==> config.mk <==
export PLATFORM = sky130hd
export DESIGN_NAME = idiv_fu
export DESIGN_NICKNAME = d
export VERILOG_FILES = /design/src/rtl/cpu_params_pkg.sv /design/src/rtl/cpu_structs_pkg.sv /design/src/rtl/idiv_step.sv /design/src/rtl/idiv_fu.sv
export SDC_FILE = /design/constraint.sdc
export NUM_CORES = 1
export LEC_CHECK = 0
export ABC_AREA = 1
export CORE_MARGIN = 5
export CORE_UTILIZATION = 40
export DETAILED_ROUTE_END_ITERATION = 16
export GPL_ROUTABILITY_DRIVEN = 0
export PLACE_DENSITY = 0.65
export SETUP_SLACK_MARGIN = 0.15
export SLEW_MARGIN = 20
export SYNTH_ARGS = -nofsm -noshare
export SYNTH_HDL_FRONTEND = slang
export SYNTH_SLANG_ARGS = --single-unit
export TNS_END_PERCENT = 10
==> constraint.sdc <==
create_clock -name clk_in -period 2.25 [get_ports clk_in]
set_input_delay 0.45 -clock clk_in [delete_from_list [all_inputs] [get_ports clk_in]]
set_output_delay 0.45 -clock clk_in [all_outputs]
set_load 0.01 [all_outputs]
==> src/rtl/cpu_params_pkg.sv <==
// Shared CPU sizing parameters.
package cpu_params_pkg;

    localparam int unsigned RSZ        = 32;
    localparam int unsigned IDIV_ITER  = RSZ;
    localparam int unsigned IDIV_CNT_W = $clog2(IDIV_ITER);

endpackage

==> src/rtl/cpu_structs_pkg.sv <==
// Shared CPU enums, payload structs and divider classification helpers.
package cpu_structs_pkg;

    import cpu_params_pkg::*;

    // Encoding matches funct3[1:0] of the RV32M divide group.
    typedef enum logic [1:0] {
        DIV  = 2'd0,
        DIVU = 2'd1,
        REM  = 2'd2,
        REMU = 2'd3
    } ID_OP_TYPE;

    typedef enum logic [1:0] {
        IDLE = 2'd0,
        CALC = 2'd1,
        FIX  = 2'd2,
        DONE = 2'd3
    } IDIV_STATE_TYPE;

    typedef struct packed {
        ID_OP_TYPE          op;
        logic [RSZ-1:0]     rs1;
        logic [RSZ-1:0]     rs2;
    } idiv_req_t;

    localparam logic [RSZ-1:0] INT_MIN = {1'b1, {(RSZ-1){1'b0}}};

    function automatic logic op_is_signed(input ID_OP_TYPE op);
        return (op == DIV) || (op == REM);
    endfunction

    function automatic logic op_is_rem(input ID_OP_TYPE op);
        return (op == REM) || (op == REMU);
    endfunction

    function automatic logic is_div0(input logic [RSZ-1:0] rs2);
        return rs2 == '0;
    endfunction

    function automatic logic is_ovf(input ID_OP_TYPE op, input logic [RSZ-1:0] rs1,
                                    input logic [RSZ-1:0] rs2);
        return op_is_signed(op) && (rs1 == INT_MIN) && (rs2 == '1);
    endfunction

    // Magnitude; INT_MIN maps to itself and is read as unsigned.
    function automatic logic [RSZ-1:0] abs_val(input logic [RSZ-1:0] v);
        return v[RSZ-1] ? (RSZ'(0) - v) : v;
    endfunction

endpackage

==> src/rtl/idiv_step.sv <==
// One combinational radix-2 restoring divide step.
module idiv_step
    import cpu_params_pkg::*;
(
    input  logic [RSZ:0]   rem_in,
    input  logic           dvd_msb_in,
    input  logic [RSZ-1:0] dvs_in,
    output logic [RSZ:0]   rem_out,
    output logic           q_out
);

    logic [RSZ+1:0] shifted;
    logic [RSZ:0]   diff;

    always_comb begin
        shifted = {rem_in, dvd_msb_in};
        q_out   = shifted >= {2'b00, dvs_in};
        diff    = shifted[RSZ:0] - {1'b0, dvs_in};
        rem_out = q_out ? diff : shifted[RSZ:0];
    end

endmodule

==> src/rtl/idiv_fu.sv <==
// RV32M DIV/DIVU/REM/REMU functional unit: 32-step restoring divider with
// sign fix-up and a held valid/ack result handshake.
module idiv_fu
    import cpu_params_pkg::*;
    import cpu_structs_pkg::*;
#(
    parameter bit FAST_SPECIAL = 1'b1
) (
    input  logic           clk_in,
    input  logic           reset_n_in,
    input  logic           flush_in,
    input  logic           start_in,
    output logic           ready_out,
    input  logic [1:0]     op_in,
    input  logic [RSZ-1:0] Rs1_data_in,
    input  logic [RSZ-1:0] Rs2_data_in,
    output logic           rslt_valid_out,
    input  logic           rslt_ack_in,
    output logic [RSZ-1:0] Rd_data_out
);

    IDIV_STATE_TYPE        state_q, state_d;
    logic [IDIV_CNT_W-1:0] cnt_q, cnt_d;
    idiv_req_t             req_q, req_d;
    logic [RSZ:0]          rem_q, rem_d;
    logic [RSZ-1:0]        quo_q, quo_d;
    logic [RSZ-1:0]        dvs_q, dvs_d;
    logic [RSZ-1:0]        rd_q, rd_d;
    logic                  valid_q, valid_d;
    logic                  ready_q, ready_d;

    logic [RSZ:0]          step_rem;
    logic                  step_q;
    ID_OP_TYPE             op_in_e;
    logic [RSZ-1:0]        fix_rslt;

    assign op_in_e = ID_OP_TYPE'(op_in);

    // Dividend shifts out of the quotient register MSB-first while quotient bits enter at the LSB.
    idiv_step u_step (
        .rem_in     (rem_q),
        .dvd_msb_in (quo_q[RSZ-1]),
        .dvs_in     (dvs_q),
        .rem_out    (step_rem),
        .q_out      (step_q)
    );

    // Special cases override the core; otherwise apply RV32M sign rules.
    always_comb begin
        fix_rslt = quo_q;
        if (is_div0(req_q.rs2)) begin
            fix_rslt = op_is_rem(req_q.op) ? req_q.rs1 : '1;
        end else if (is_ovf(req_q.op, req_q.rs1, req_q.rs2)) begin
            fix_rslt = op_is_rem(req_q.op) ? '0 : INT_MIN;
        end else if (op_is_rem(req_q.op)) begin
            fix_rslt = (op_is_signed(req_q.op) && req_q.rs1[RSZ-1])
                     ? (RSZ'(0) - rem_q[RSZ-1:0]) : rem_q[RSZ-1:0];
        end else begin
            fix_rslt = (op_is_signed(req_q.op) && (req_q.rs1[RSZ-1] ^ req_q.rs2[RSZ-1]))
                     ? (RSZ'(0) - quo_q) : quo_q;
        end
    end

    always_comb begin
        state_d = state_q;
        cnt_d   = cnt_q;
        req_d   = req_q;
        rem_d   = rem_q;
        quo_d   = quo_q;
        dvs_d   = dvs_q;
        rd_d    = rd_q;

        if (flush_in) begin
            state_d = IDLE;
        end else begin
            unique case (state_q)
                IDLE: begin
                    if (start_in) begin
                        req_d.op  = op_in_e;
                        req_d.rs1 = Rs1_data_in;
                        req_d.rs2 = Rs2_data_in;
                        rem_d     = '0;
                        cnt_d     = '0;
                        quo_d     = op_is_signed(op_in_e) ? abs_val(Rs1_data_in) : Rs1_data_in;
                        dvs_d     = op_is_signed(op_in_e) ? abs_val(Rs2_data_in) : Rs2_data_in;
                        if (FAST_SPECIAL && (is_div0(Rs2_data_in) ||
                                             is_ovf(op_in_e, Rs1_data_in, Rs2_data_in))) begin
                            state_d = FIX;
                        end else begin
                            state_d = CALC;
                        end
                    end
                end
                CALC: begin
                    rem_d = step_rem;
                    quo_d = {quo_q[RSZ-2:0], step_q};
                    cnt_d = cnt_q + IDIV_CNT_W'(1);
                    if (cnt_q == IDIV_CNT_W'(IDIV_ITER - 1)) begin
                        state_d = FIX;
                    end
                end
                FIX: begin
                    rd_d    = fix_rslt;
                    state_d = DONE;
                end
                DONE: begin
                    if (rslt_ack_in) begin
                        state_d = IDLE;
                    end
                end
                default: state_d = IDLE;
            endcase
        end

        ready_d = (state_d == IDLE);
        valid_d = (state_d == DONE);
    end

    always_ff @(posedge clk_in or negedge reset_n_in) begin
        if (!reset_n_in) begin
            state_q <= IDLE;
            cnt_q   <= '0;
            req_q   <= '0;
            rem_q   <= '0;
            quo_q   <= '0;
            dvs_q   <= '0;
            rd_q    <= '0;
            valid_q <= 1'b0;
            ready_q <= 1'b1;
        end else begin
            state_q <= state_d;
            cnt_q   <= cnt_d;
            req_q   <= req_d;
            rem_q   <= rem_d;
            quo_q   <= quo_d;
            dvs_q   <= dvs_d;
            rd_q    <= rd_d;
            valid_q <= valid_d;
            ready_q <= ready_d;
        end
    end

    assign ready_out      = ready_q;
    assign rslt_valid_out = valid_q;
    assign Rd_data_out    = rd_q;

endmodule

==> flow_summary.toml, run 1 <==
[yosys]
yosysWarnings = 0
async_reset_ff_share_pct = 100.0
synth_cell_type_count = 52
synth_edf_count = 0
synth_cells = 2384
synth_compound_area_share_pct = 15.77
synth_fa_ha_area_share_pct = 3.322
netlist_area_um2 = 15290
ys_seq_area_share_pct = 33.23
synth.mux.area_fraction_pct = 0
synth-xor-area-share_pct = 1.604
ys.flop_type = "dfrtp_1"
syn_nets = 2495
ys_ff_latch = 203
yosys.area_share.simple_pct = 36.18
syn-mean-instance-area_um2 = 6.413
synth_top_family_by_area = "simple AND/OR/NAND/NOR gates"

[setup_path]
critPathLaunchType = "flop"
crit_type = "flop to flop"
cp_data_required_time_ps = 2680
cp-end-kind = "flop"
r2r_slack_ps = 40
arrival_ps = 2640
critPathMaxFanout = 6

[sta]
relSlewSlack_pct = 52.55
setup_viol = 0
finalSetupTns_ps = 0
rsz0062_at_grt = "true"
period_share_pct = 98.34
maxSlewViolCount = 0
worst_pin_slew_ps = 704.3
hold_viol = 0
fmax_ghz = 0.4520
layout_min_cycle_time_ps = 2213
clock_skew_ps = 13.06
holdWs_ps = 393.7

[cells_and_area]
num_antenna_cells = 0
layout.cells.non_filler = 3264
final_nets = 2847
area_delta_synth_final_pct = 38.19
layout_common_cells = "nand2_1, buf_4, inv_1, nand3_1, nor2_1"
final_common_cell = "nand2_1"
fin_util_pct = 56.10
drive_gt1_share_pct = 21.65

[die]
die_w_um = 205.5
die_h_um = 205.5
core_um2 = 37670
initial_core_util_pct = 40.59
io_pins = 105
num_rows = 71
die_area_um2 = 42230

[detailed_routing]
wl_um = 61490
antenna_left = 0
vias = 18226
first_pass_iters = 9
post-route-drc-count = 0
viasPerCell = 5.584
maxUsedRoutingLayer = "met5"
routedWlPerCell_um = 18.84
wl_met3_um = 6405
route.met2.wl_um = 26080
met1_length_um = 26400
drt_first_iter_violations = 2476

[grt]
grt_pass1_wl_um = 93870
antenna_found_initial = 1
grt_max_degree = 99
grt_pass1_vias = 16833
grt.overflow.total = 0
track_usage_pct = 27.97

[clock_network]
cts_tree = "built"
clockBufferDepth = 3
clk_latency_ps = 550
cts_made_buffers = 24
cts_root_buf = "clkbuf_16"
cts_max_level = 1
cts.sinks = 203
clkTransAtPathRegs_ps = 70

[run]
drv_cap = 0

[power_and_ir_drop]
p_leak_nw = 10.19
ir_drop_uv = 612.0
p_per_area_nw_per_um2 = 1325
total_power_mw = 27.99

[placed_design]
placed_cells = 3175
dp_hpwl_um = 46490
port_buffers = 104

[outcome]
status = "finished, final reports clean"

[worst_hold_path]
hp-class = "input port to async pin"
## logic make-up after synthesis
family	count (synthesis)
adder cells (fa/ha/maj)	40
XOR/XNOR	28
AO/OA/AOI/OAI	436
flip-flops	203
buffers and inverters	384
AND/OR/NAND/NOR	1293
## final cells by class
type / instances / area, um2
Clock buffer: 34 / 709.4
Clock inverter: 9 / 126.4
Fill cell: 3599 / 16540
Inverter: 297 / 1121
Multi-Input combinational cell: 1797 / 9743
Sequential cell: 203 / 5100
Tap cell: 511 / 639.4
Timing Repair Buffer: 413 / 3690
## synth_stat cells, drive strengths merged, types with 2 or more instances
| library cell | number | area, um2 |
|---|---|---|
| o21bai | 3 | 22.52 |
| o21ai | 235 | 1176 |
| a2bb2oi | 11 | 96.34 |
| nand4 | 48 | 300.3 |
| nand3 | 273 | 1376 |
| a21boi | 9 | 67.56 |
| o22ai | 5 | 31.28 |
| o221ai | 6 | 52.55 |
| nand2 | 645 | 2451 |
| inv | 297 | 1115 |
| a31oi | 5 | 31.28 |
| o21a | 8 | 60.06 |
| clkbuf | 49 | 183.9 |
| o211ai | 20 | 150.1 |
| buf | 38 | 214.0 |
| a22oi | 3 | 22.52 |
| o31ai | 8 | 60.06 |
| nor2 | 272 | 1049 |
| a21oi | 119 | 606.8 |
| nor3 | 29 | 177.7 |
| a22o | 2 | 17.52 |
| dfrtp | 202 | 5055 |
| or2 | 17 | 106.4 |
| xnor2 | 14 | 122.6 |
| xor2 | 14 | 122.6 |
| ha | 39 | 488.0 |
| nor4 | 5 | 43.79 |
## sequential cells by signal (all words and copies together), names as in the netlist
register        flops
quo_q              32
rslt_valid_out      1
cnt_q               5
Rd_data_out        32
rem_q              33
ready_out           1
req_q              66
dvs_q              31
state_q             2
## layer usage
layer,up-vias,global-route usage [%]
met2,1034,41.13
met4,2,9.856
met3,192,4.760
met1,8465,41.37
li1,8533,-
met5,-,0
## timing repair
action,in CTS,in global routing
cloned,3,3
hold endpoints to repair,38,0
hold buffers,1,0
pin swaps,24,61
buffers inserted,21,18
resized for setup,94,180
endpoints found under the setup margin,35,70
## worst paths after layout
| path | to | startpoint | depth (start not counted) |
|---|---|---|---|
| worst max-delay path | rem_q[12] | rem_q[28] | 14 |
| worst min-delay path | dvs_q[18] | reset_n_in | 2 |
| worst max register to register | rem_q[12] | rem_q[28] | 14 |
| worst min register to register | Rd_data_out[27] | Rd_data_out[27] | 2 |
| max in group asynchronous | req_q[0] | reset_n_in | 3 |
| min in group clk_in | Rd_data_out[27] | Rd_data_out[27] | 2 |
## where the power goes
| group | switching [mW] | total (mW) | internal [mW] |
|---|---|---|---|
| registers | 1.23 | 6.18 | 4.95 |
| clock network | 1.65 | 4.18 | 2.53 |
| logic | 10.3 | 17.6 | 7.31 |
| total | 13.2 | 28.0 | 14.8 |
## worst max-delay path: stages, from the launching register on
cell and delay, ps:
dfrtp_2 450, ha_4 290, nand2_2 100, nor2_4 120, nand2_2 70, nor2_2 160
nand2_2 100, nand3_2 100, a21oi_4 40, buf_12 160, nand2_8 110, buf_2 170
nand2_1 70, nand3_1 70, o21ai_1 70
## through the flow
stage | area [um2] | setup slack (ps)
floorplan | 15290 | 196.6
global placement | 18750 | -162.8
detailed placement | 18750 | -238.1
CTS | 20250 | 58.77
global route | 21130 | -40.30
finish | 21130 | 37.45
Power figures use the tool's default switching activity.
==> run 2: changes to the inputs <==
--- a/config.mk
+++ b/config.mk
@@ -10,9 +10,10 @@
 export CORE_UTILIZATION = 40
 export DETAILED_ROUTE_END_ITERATION = 16
 export GPL_ROUTABILITY_DRIVEN = 0
+export MAX_ROUTING_LAYER = met4
 export PLACE_DENSITY = 0.65
 export SETUP_SLACK_MARGIN = 0.15
-export SLEW_MARGIN = 20
+export SLEW_MARGIN = 40
 export SYNTH_ARGS = -nofsm -noshare
 export SYNTH_HDL_FRONTEND = slang
 export SYNTH_SLANG_ARGS = --single-unit
==> run 2 against run 1 <==
  * Final cell count stayed put
  * Highest routed layer is now met4
  * First-iteration DRC count is 1.3% higher
  * Clock-buffer cell count unchanged
  * Largest power group unchanged
==> flow_summary.toml, run 2 (synthesis gave the netlist of run 1 again) <==
[outcome]
status = "finished, final reports clean"

[setup_path]
critPathMaxFanout = 9
arrival_ps = 2630
critPathLaunchType = "flop"
cp_data_required_time_ps = 2690
crit_slowest_cell = "dfrtp_1"
crit_chain = "ha_1 > nand2_2 > nor2_4 > nand2_2 > nor2_4 > nand2_2 > nand3_2 > a21oi_4 > buf_12 > nand2_8 > buf_12 > nand3_1 > nand2_1 > nand2_1"
slowest_delay_ps = 390
crit_family = "simple AND/OR/NAND/NOR gates"
cp-end-kind = "flop"
crit_cells = 14
reg2regPathDepth = 14
crit_path_frequent_cell = "nand2_2"
crit_type = "flop to flop"
critPathBufInv = 2

[sta]
layout_min_cycle_time_ps = 2192
worst_pin_slew_ps = 703.4
hold_viol = 0
fmax_ghz = 0.4561
relSlewSlack_pct = 52.61
setup_viol = 0
period_share_pct = 97.44
rsz0062_at_grt = "true"
finalSetupTns_ps = 0
maxSlewViolCount = 0
holdWs_ps = 395.4
clock_skew_ps = 16.44
fin_ws_ps = 57.64

[clock_network]
cts_max_level = 1
clkTransAtPathRegs_ps = 70
cts_made_buffers = 24
clockBufferDepth = 3
cts_root_buf = "clkbuf_16"
cts.sinks = 203
cts_tree = "built"
clk_latency_ps = 550

[cells_and_area]
seqCellArea_um2 = 5099
multi_input_area_um2 = 9604
layout.cells.non_filler = 3264
stdcell_area_um2 = 20960
drive_gt1_share_pct = 20.78
largest_reg_flops = 66
layout_common_cells = "nand2_1, buf_4, inv_1, nand3_1, nor2_1"
area_delta_synth_final_pct = 37.10
fin_util_pct = 55.65
fill_cells = 3624
final_common_cell = "nand2_1"
final_nets = 2846
top_register = "req_q"
largestRegisters = "req_q: 66 flops, rem_q: 33 flops"

[placed_design]
placed_cells = 3175
postPlaceCellArea_um2 = 18750
dpl_worst_slack_ps = -238.1
dp_hpwl_um = 46490
port_buffers = 104

[die]
die_h_um = 205.5
num_rows = 71
die_w_um = 205.5
core_um2 = 37670
die_area_um2 = 42230
initial_core_util_pct = 40.59
io_pins = 105

[grt]
antenna_found_initial = 1
grt.overflow.total = 0
grt_pass1_vias = 16820
grt_pass1_wl_um = 94020
track_usage_pct = 28.80
grt_max_degree = 99

[power_and_ir_drop]
p_per_area_nw_per_um2 = 1310
p_leak_nw = 10.15
total_power_mw = 27.46
ir_drop_uv = 606.5

[detailed_routing]
routedWlPerCell_um = 18.65
drt_first_iter_violations = 2507
first_pass_iters = 6
wl_um = 60860
viasPerCell = 5.564
antenna_left = 0
vias = 18160
post-route-drc-count = 0

[worst_hold_path]
hp-class = "input port to async pin"

[run]
drv_cap = 0
[run 2: cell count changes in the layout (fill, tap and decap cells not counted), moves of 4 or more]
cell and delta:
nand3_1 +4, nor2_4 -4, nand2_1 +5, nand3_2 -4, inv_1 +4, inv_2 -4
nor2_1 +6
[run 2: worst paths after layout]
check,from,end,slack (ps)
max,rem_q[27],rem_q[25],60
min,reset_n_in,dvs_q[18],400
max reg2reg,rem_q[27],rem_q[25],60
min reg2reg,Rd_data_out[27],Rd_data_out[27],480
max in group asynchronous,reset_n_in,rem_q[9],1100
min in group clk_in,Rd_data_out[27],Rd_data_out[27],480
[run 2: layer usage]
metal	up-vias	global-route usage (%)	routed length, um
met5	-	-	0
met4	0	9.928	2508
met3	172	4.728	6276
met2	1036	41.21	25710
met1	8405	41.35	26370
li1	8547	-	-
[run 2: worst register-to-register path, cell delays in order, from the launching register on]
cell     delay (ps)
dfrtp_1         390
ha_1            340
nand2_2         130
nor2_4          120
nand2_2          90
nor2_4          130
nand2_2          80
nand3_2          90
a21oi_4          40
buf_12          160
nand2_8         110
buf_12          140
nand3_1         120
nand2_1         100
nand2_1          60
[run 2: area by class of cell]
class	count	area share, %
Multi-Input combinational cell	1797	45.82
Sequential cell	203	24.32
Timing Repair Buffer	412	17.46
Inverter	297	5.348
Clock buffer	34	3.384
Tap cell	511	3.050
Clock inverter	9	0.6028
Antenna cell	1	0.01194
[run 2: timing repair]
| action | CTS | global route |
|---|---|---|
| hold endpoints to repair | 38 | 0 |
| buffers inserted | 21 | 18 |
| resized for setup | 94 | 142 |
| cloned | 3 | 2 |
| setup endpoints to repair | 35 | 71 |
| hold buffers | 1 | 0 |
| pin swaps | 24 | 39 |
[run 2: power breakdown]
| group | switching, mW | internal (mW) | total [mW] | leakage (nW) |
|---|---|---|---|---|
| logic | 10.0 | 7.09 | 17.1 | 7.25 |
| registers | 1.23 | 4.95 | 6.18 | 2.49 |
| clock network | 1.65 | 2.53 | 4.19 | 0.411 |
| total | 12.9 | 14.6 | 27.5 | 10.1 |
